**src/rtl/sum_accumulator.sv**
```systemverilog
// Block accumulator: sums a programmable number of unsigned samples and
// presents the total on a valid/ready output handshake.
module sum_accumulator #(
  parameter int DATA_W = 8,
  parameter int CNT_W  = 4
) (
  input  logic                    clk,
  input  logic                    rst,
  input  logic [DATA_W-1:0]       in_data,
  input  logic                    in_valid,
  output logic                    in_ready,
  input  logic [CNT_W-1:0]        len,
  input  logic                    clear,
  output logic [DATA_W+CNT_W-1:0] out_sum,
  output logic                    out_valid,
  input  logic                    out_ready,
  output logic                    busy
);

  localparam int SUM_W = DATA_W + CNT_W;
  localparam int CW    = CNT_W + 1;

  typedef enum logic [1:0] {
    IDLE  = 2'd0,
    ACCUM = 2'd1,
    DONE  = 2'd2
  } state_t;

  state_t            state_r;
  logic [SUM_W-1:0]  acc_r;
  logic [CW-1:0]     cnt_r;
  logic [CW-1:0]     target_r;

  logic [CW-1:0]     first_target_s;
  logic [SUM_W-1:0]  sample_ext_s;
  logic [SUM_W-1:0]  next_acc_s;
  logic [CW-1:0]     next_cnt_s;

  // len of zero stands for a full 2^CNT_W block, hence the extra counter bit
  assign first_target_s = (len == {CNT_W{1'b0}}) ? {1'b1, {CNT_W{1'b0}}} : {1'b0, len};
  assign sample_ext_s   = {{CNT_W{1'b0}}, in_data};
  assign next_acc_s     = acc_r + sample_ext_s;
  assign next_cnt_s     = cnt_r + {{CNT_W{1'b0}}, 1'b1};

  // Block FSM with registered handshake and result outputs
  always_ff @(posedge clk or posedge rst) begin
    if (rst) begin
      state_r   <= IDLE;
      acc_r     <= {SUM_W{1'b0}};
      cnt_r     <= {CW{1'b0}};
      target_r  <= {CW{1'b0}};
      in_ready  <= 1'b1;
      out_valid <= 1'b0;
      out_sum   <= {SUM_W{1'b0}};
      busy      <= 1'b0;
    end else if (clear) begin
      state_r   <= IDLE;
      acc_r     <= {SUM_W{1'b0}};
      cnt_r     <= {CW{1'b0}};
      target_r  <= {CW{1'b0}};
      in_ready  <= 1'b1;
      out_valid <= 1'b0;
      out_sum   <= {SUM_W{1'b0}};
      busy      <= 1'b0;
    end else begin
      case (state_r)
        IDLE: begin
          if (in_valid) begin
            target_r <= first_target_s;
            acc_r    <= sample_ext_s;
            cnt_r    <= {{CNT_W{1'b0}}, 1'b1};
            busy     <= 1'b1;
            if (first_target_s == {{CNT_W{1'b0}}, 1'b1}) begin
              state_r   <= DONE;
              in_ready  <= 1'b0;
              out_valid <= 1'b1;
              out_sum   <= sample_ext_s;
            end else begin
              state_r   <= ACCUM;
            end
          end else begin
            state_r <= IDLE;
          end
        end
        ACCUM: begin
          if (in_valid) begin
            acc_r <= next_acc_s;
            cnt_r <= next_cnt_s;
            if (next_cnt_s == target_r) begin
              state_r   <= DONE;
              in_ready  <= 1'b0;
              out_valid <= 1'b1;
              out_sum   <= next_acc_s;
            end else begin
              state_r   <= ACCUM;
            end
          end else begin
            state_r <= ACCUM;
          end
        end
        DONE: begin
          if (out_ready) begin
            state_r   <= IDLE;
            acc_r     <= {SUM_W{1'b0}};
            cnt_r     <= {CW{1'b0}};
            target_r  <= {CW{1'b0}};
            in_ready  <= 1'b1;
            out_valid <= 1'b0;
            out_sum   <= {SUM_W{1'b0}};
            busy      <= 1'b0;
          end else begin
            state_r <= DONE;
          end
        end
        default: begin
          state_r   <= IDLE;
          acc_r     <= {SUM_W{1'b0}};
          cnt_r     <= {CW{1'b0}};
          target_r  <= {CW{1'b0}};
          in_ready  <= 1'b1;
          out_valid <= 1'b0;
          out_sum   <= {SUM_W{1'b0}};
          busy      <= 1'b0;
        end
      endcase
    end
  end

endmodule

```
**config.mk**
```make
export PLATFORM = sky130hd
export DESIGN_NAME = sum_accumulator
export DESIGN_NICKNAME = d
export VERILOG_FILES = /design/src/rtl/sum_accumulator.sv
export SDC_FILE = /design/constraint.sdc
export NUM_CORES = 1
export LEC_CHECK = 0
export ABC_AREA = 1
export ABC_CLOCK_PERIOD_IN_PS = 3900
export CORE_UTILIZATION = 40
export CTS_BUF_LIST = sky130_fd_sc_hd__clkbuf_2 sky130_fd_sc_hd__clkbuf_4 sky130_fd_sc_hd__clkbuf_8
export DETAILED_ROUTE_END_ITERATION = 10
export GPL_TIMING_DRIVEN = 0
export PLACE_DENSITY = 0.61
export SYNTH_ARGS = -nofsm -noshare
export SYNTH_HDL_FRONTEND = slang
export SYNTH_SLANG_ARGS = --single-unit
```
**constraint.sdc**
```tcl
create_clock -name clk -period 3.9 [get_ports clk]
set_input_delay 0.78 -clock clk [delete_from_list [all_inputs] [get_ports clk]]
set_output_delay 0.78 -clock clk [all_outputs]
set_load 0.005 [all_outputs]
```
# [Yosys cells after proc, flatten, opt, wreduce, memory -nomap -nowiden]
# Cells that the tools add are included.
[totals] wordCells=69 input_bits=17 register_bits=39
[op_classes] eq_ne=10 n_reduce_logical=5 mux=44 add_sub_neg=2
[ops] operator="$mux W12" count=9
[ops] operator="$pmux W12 S3" count=2
[ops] operator="$mux W5" count=7
[ops] operator="$pmux W5 S3" count=2
[ops] operator="$ne A3 B3 Y1 const B" count=5
[ops] operator="$mux W1" count=14
[ops] operator="$add A12 B8 Y12" count=1
[ops] operator="$mux W2" count=6
[ops] operator="$pmux W1 S3" count=3
[ops] operator="$pmux W2 S3" count=1
[ops] operator="$reduce_and A3 Y1" count=2
[ops] operator="$add A5 B1 Y5 const B" count=1
[ops] operator="$eq A5 B1 Y1 const B" count=1
[ops] operator="$eq A5 B5 Y1" count=1
[ops] operator="$reduce_and A5 Y1" count=1
[ops] operator="$logic_not A4 Y1" count=1
[ops] operator="$eq A2 B1 Y1 const B" count=1
[ops] operator="$eq A2 B2 Y1 const B" count=1
[ops] operator="$logic_not A2 Y1" count=1
[ops] operator="$ne A2 B2 Y1 const B" count=1

# [Longest topological paths before layout]
# Gate-level depths: netlist of the first run.
[depth] ltp_word=7 depth_mapped=13

# [Least setup slack after synthesis of the first run]
# Ideal clock, no wire load.
[synth_timing] path_kind="input to register" startpoint="in in_data[0]" endpoint="reg out_sum[10]" cell_stages=11 arrival_time_ps=2083 path_buffers=0 required_time_ps=3835 setup_time_ps=65 slack_ps=1752 cell_sequence="ha_1 > fa_1 > nand3_1 > nand3_1 > nand2_1 > nand2_1 > nand2_1 > nand2_1 > a21oi_1 > nand2_1 > nand2_1"
[synth_via] elab_chain_cells=5
[synth_rtl] item="from (decl)" line="9" text="input logic [DATA_W-1:0] in_data,"
[synth_rtl] item="$add A12 B8 Y12" line="42" text="assign next_acc_s = acc_r + sample_ext_s;"
[synth_rtl] item="$mux W12" line="89" text="if (next_cnt_s == target_r) begin"
[synth_rtl] item="$mux W12" line="86" text="if (in_valid) begin"
[synth_rtl] item="$pmux W12 S3" line="66" text="case (state_r)"
[synth_rtl] item="$mux W12" line="56" text="end else if (clear) begin"
[synth_rtl] item="to (signal assigned)" line="54" text="out_sum <= {SUM_W{1'b0}};"
[synth_rtl] item="to (signal assigned)" line="63" text="out_sum <= {SUM_W{1'b0}};"
[synth_rtl] item="to (signal assigned)" line="93" text="out_sum <= next_acc_s;"
[synth_rtl] item="to (decl)" line="14" text="output logic [DATA_W+CNT_W-1:0] out_sum,"
# No other way between the ends. The select of a mux whose other input is x is not followed.
# A chain may end at the register's enable or synchronous reset.

# [Final worst setup path of the first run]
# Ends and elaborated chain as after synthesis.

==> results.md, run 1 <==
* IO buf count at 31
* Area Growth Syn to Fin at 21.1%
* Clock group share of total power at 26.2%
* Post-DP HPWL at between 4 and 5 mm
* Initial DRC count at 82
* CP Buf/Inv Count at 1
* Status: complete, no violations
* Drt drc at 0
* Slew Limit Headroom at 43.1%
* Max Root-Sink Buffers at 2
* Worst Path Max Fanout at 3
* Mapped Avg Cell Area at between 6 and 7 um2
* RR Endpoint: out_sum[10]$_DFFE_PP0P_
* Detailed Route WL at ~6.1 mm
* Worst path cell trace: clkdlybuf4s50_1 -> ha_1 -> fa_1 -> nand3_1 -> nand3_1 -> nand2_1 -> nand2_1 -> nand2_1 -> nand2_1 -> a21oi_1 -> nand2_1 -> nand2_1
* Core box area at around 5900 um2
* Clk_skew at 0.00571 ns
* WS Path Type: input pin to register
* RSZ-0062 raised after global routing: false
* Drt wl/cell at 12.9 um
* Library cells used by synthesis at 27
* R2r setup slk at around 1.9 ns
* Ys Warns at 0
* Critical Path Slowest Stage Cell: fa_1
* Drt via density at 4.94
* Antenna Violating Nets Remaining at 0
* Clk root buf: clkbuf_8
* Flop pwr share at 38.5%
* Post-synth ARST share at 100%
* Clk slew on worst S/H paths at 0.08 ns
* Placer congestion estimate at 0.830
* PostCTS Resize Cnt at 0
* Syn Inst Count at 356
* Antenna Cells at 0
* WP data arrival at between 2 and 3 ns
* Ys flop type: dfrtp_1
* Initial antenna violation count at 0
* Worst R2R Path Depth at 11
* Yosys reg bits at 39
* H-tree levels at 2
* Net switching power figure at 0.000461 W
* Final setup viols at 0
* Std cell rows at 28
* Post-synthesis sequential area ratio at 39.7%
* Peak supply drop at 0.271 mV
* Nets at 421
* Sw Share at 34.2%
* DIE AREA at between 6000 and 7000 um2
* Worst path most repeated cell: nand2_1
* Via count at 2,323
* Number of flops mapped to enable cells by yosys at 0
* Area leader, netlist: dfrtp_1
* Met1 Resource Use GR at 27.9%
* Die height at 80.4 um
* Setup_tns at 0 ns
* PwrDens at between 400 and 500 nW/um2
* Fmax at 386 MHz
* Cell area after synthesis at 2460 um2
* Leak Pwr at 1.59 nW
* CTS Buf Count at 5
* Class of the worst hold path: register to register
* Post-synth top area share at about two fifths
* Total gr overflow at 0
* Max-Cap Viols at 0
* Die W at roughly 80 um
* First-pass GRT wire length at between 10 and 15 mm
* CTS tree: done
* Critical Path End: out_sum[10]$_DFFE_PP0P_
* Worst r2r src: acc_r[0]$_DFFE_PP0P_
* Number of global-route vias before repair at 2,165
* Post-CTS Hold Buffers at 0
* Worst Tran Pin Value at 0.852 ns
* Layout cells sized above 1 at 7.09%
* Final hold vios at 0
* Synth area leaders: dfrtp_1, nand2_1, nand3_1
* Nature of the critical path endpoint: register
* Met3 GRT Util at between 3 and 4%
* Largest net degree at the start of global routing at 40
* Most numerous cell in the Yosys netlist: nand2_1
* Clk_lat worst skew at 0.29 ns
* Final Critical Period at 2.59 ns
* Drt pass-1 iters at 4
* I/O pin cnt at 32
* GRT Total Usage at 21.1%
* # clock sinks at 39
* Met2 Track Usage GR at 35.2%
* Net Count, Synth at 383
* CP startpoint: in_data[0]
* Combinational cell fraction of total power at 35.3%
* Pre-CTS WS at 1.05 ns
* Synth top cells by count: nand2_1, dfrtp_1, inv_1, nand3_1, nor2_1
* Crit. path cell count at 12
* Final worst setup slack at 1.31 ns
* Cell Int Power at 0.000886 W
* Cell family with most CP delay: adder cells
* Startpoint class of the critical path: input pin
* CP max stage delay at 0.44 ns
* Busiest grt layer: met2
* Starting Density at 41.5%
* Fill cell count at roughly 600
* Setup bufs post-CTS at 0
* Fin. max-slew vios at 0
* Critical path required time at 4.13 ns
* Final worst-path cycle share at 66.4%
==> placed cells by master, fill, tap and decap left out <==
cell type	n
dfstp_2	1
buf_4	3
clkbuf_8	5
dfrtp_1	38
buf_2	5
nor3_1	2
clkbuf_4	2
a21oi_1	8
xnor2_1	1
nand2_2	4
a22o_1	2
buf_6	1
xor2_1	2
nor2_1	19
bufinv_16	1
nand4_1	8
nand3b_1	3
nand2_1	152
fa_1	1
o22ai_1	3
nand3_2	1
clkdlybuf4s50_1	31
and2_1	1
inv_2	3
o21ai_0	12
o2bb2ai_1	1
ha_1	9
inv_1	36
nor2_2	2
a32o_1	1
nand3_1	37
==> worst reg2reg max path, cell delays in order, from the launching register on <==
cell     delay (ns)
dfrtp_1        0.40
ha_1           0.25
fa_1           0.44
nand3_1        0.09
nand3_1        0.12
nand2_1        0.09
nand2_1        0.09
nand2_1        0.07
nand2_1        0.06
a21oi_1        0.21
nand2_1        0.09
nand2_1        0.07
==> worst min-delay path by stage <==
stage	to	slack [ns]	from	depth (start not counted)
4_1_cts	in_ready$_DFFE_PP1P_	0.47	in_ready$_DFFE_PP1P_	2
3_5_place_dp	in_ready$_DFFE_PP1P_	0.46	in_ready$_DFFE_PP1P_	2
3_3_place_gp	in_ready$_DFFE_PP1P_	0.45	in_ready$_DFFE_PP1P_	2
5_1_grt	in_ready$_DFFE_PP1P_	0.47	in_ready$_DFFE_PP1P_	2
2_1_floorplan	in_ready$_DFFE_PP1P_	0.45	in_ready$_DFFE_PP1P_	2
6_report	in_ready$_DFFE_PP1P_	0.46	in_ready$_DFFE_PP1P_	2
==> through the flow <==
step	utilization [%]	hold WS, ns	instance area [um2]	total power (W)	cells
floorplan	-	0.451	2460	0.000823	356
global placement	48.4	0.453	2860	0.000996	462
detailed placement	48.4	0.456	2860	0.00101	462
CTS	50.3	0.468	2980	0.00136	470
global route	50.3	0.474	2980	0.00145	470
finish	50.3	0.462	2980	0.00135	470
==> routing by layer <==
layer / routed length, um / vias to the layer above
met5: 0 / -
met4: 63 / 0
met3: 299 / 7
met2: 2800 / 49
met1: 2910 / 1059
li1: - / 1208
==> power by group through the flow <==
stage          registers (W)  clock network [W]  logic (W)
2_1_floorplan       0.000523                  0   0.000300
3_3_place_gp        0.000525                  0   0.000470
3_5_place_dp        0.000528                  0   0.000477
4_1_cts             0.000520           0.000359   0.000479
5_1_grt             0.000528           0.000378   0.000541
6_report            0.000519           0.000352   0.000475
==> cells by family (layout without fill, tap and decap cells) <==
group | after synthesis | count (layout) | synth area share, %
buf+inv | 48 | 87 | 8.34
xor+xnor | 3 | 3 | 1.07
simple gates | 229 | 229 | 39.2
flops | 39 | 39 | 39.7
compound gates | 27 | 27 | 6.31
fa+ha+maj | 10 | 10 | 5.39
==> area by class of cell <==
| cell class | instances | area [um2] | share of cell area, % |
|---|---|---|---|
| multi-input cells | 269 | 1280 | 42.9 |
| flip-flops and latches | 39 | 977 | 32.8 |
| repair buffers | 31 | 310 | 10.4 |
| inverters | 39 | 146 | 4.92 |
| well taps | 75 | 93.8 | 3.15 |
| clock buffers | 7 | 83.8 | 2.82 |
| plain buffers | 9 | 58.8 | 1.97 |
| clock inverters | 1 | 30.0 | 1.01 |
==> flip-flops by register name, indices dropped and copies added, names as in the netlist <==
register	count
target_r	5
out_sum	12
busy	1
cnt_r	5
in_ready	1
out_valid	1
acc_r	12
state_r	2
No activity file was read; power rests on OpenSTA's default activity.
==> run 2: changes to the inputs <==
--- a/config.mk
+++ b/config.mk
@@ -6,7 +6,7 @@
 export NUM_CORES = 1
 export LEC_CHECK = 0
 export ABC_AREA = 1
-export ABC_CLOCK_PERIOD_IN_PS = 3900
+export ABC_CLOCK_PERIOD_IN_PS = 2700
 export CORE_UTILIZATION = 40
 export CTS_BUF_LIST = sky130_fd_sc_hd__clkbuf_2 sky130_fd_sc_hd__clkbuf_4 sky130_fd_sc_hd__clkbuf_8
 export DETAILED_ROUTE_END_ITERATION = 10
==> constraint.sdc (replaced) <==
create_clock -name clk -period 2.7 [get_ports clk]
set_input_delay 0.54 -clock clk [delete_from_list [all_inputs] [get_ports clk]]
set_output_delay 0.54 -clock clk [all_outputs]
set_load 0.005 [all_outputs]
==> results of run 2 <==
The final DEF is identical to that of run 1. Status: complete, no violations.
Main changes from that run: setup slack after placement 1.05 ns -> 0.0930 ns; setup slack after layout 1.31 ns -> 0.349 ns; register-to-register setup slack 1.86 ns -> 0.66 ns; total power 0.00135 W -> 0.00195 W; worst IR drop on VDD 0.271 mV -> 0.392 mV
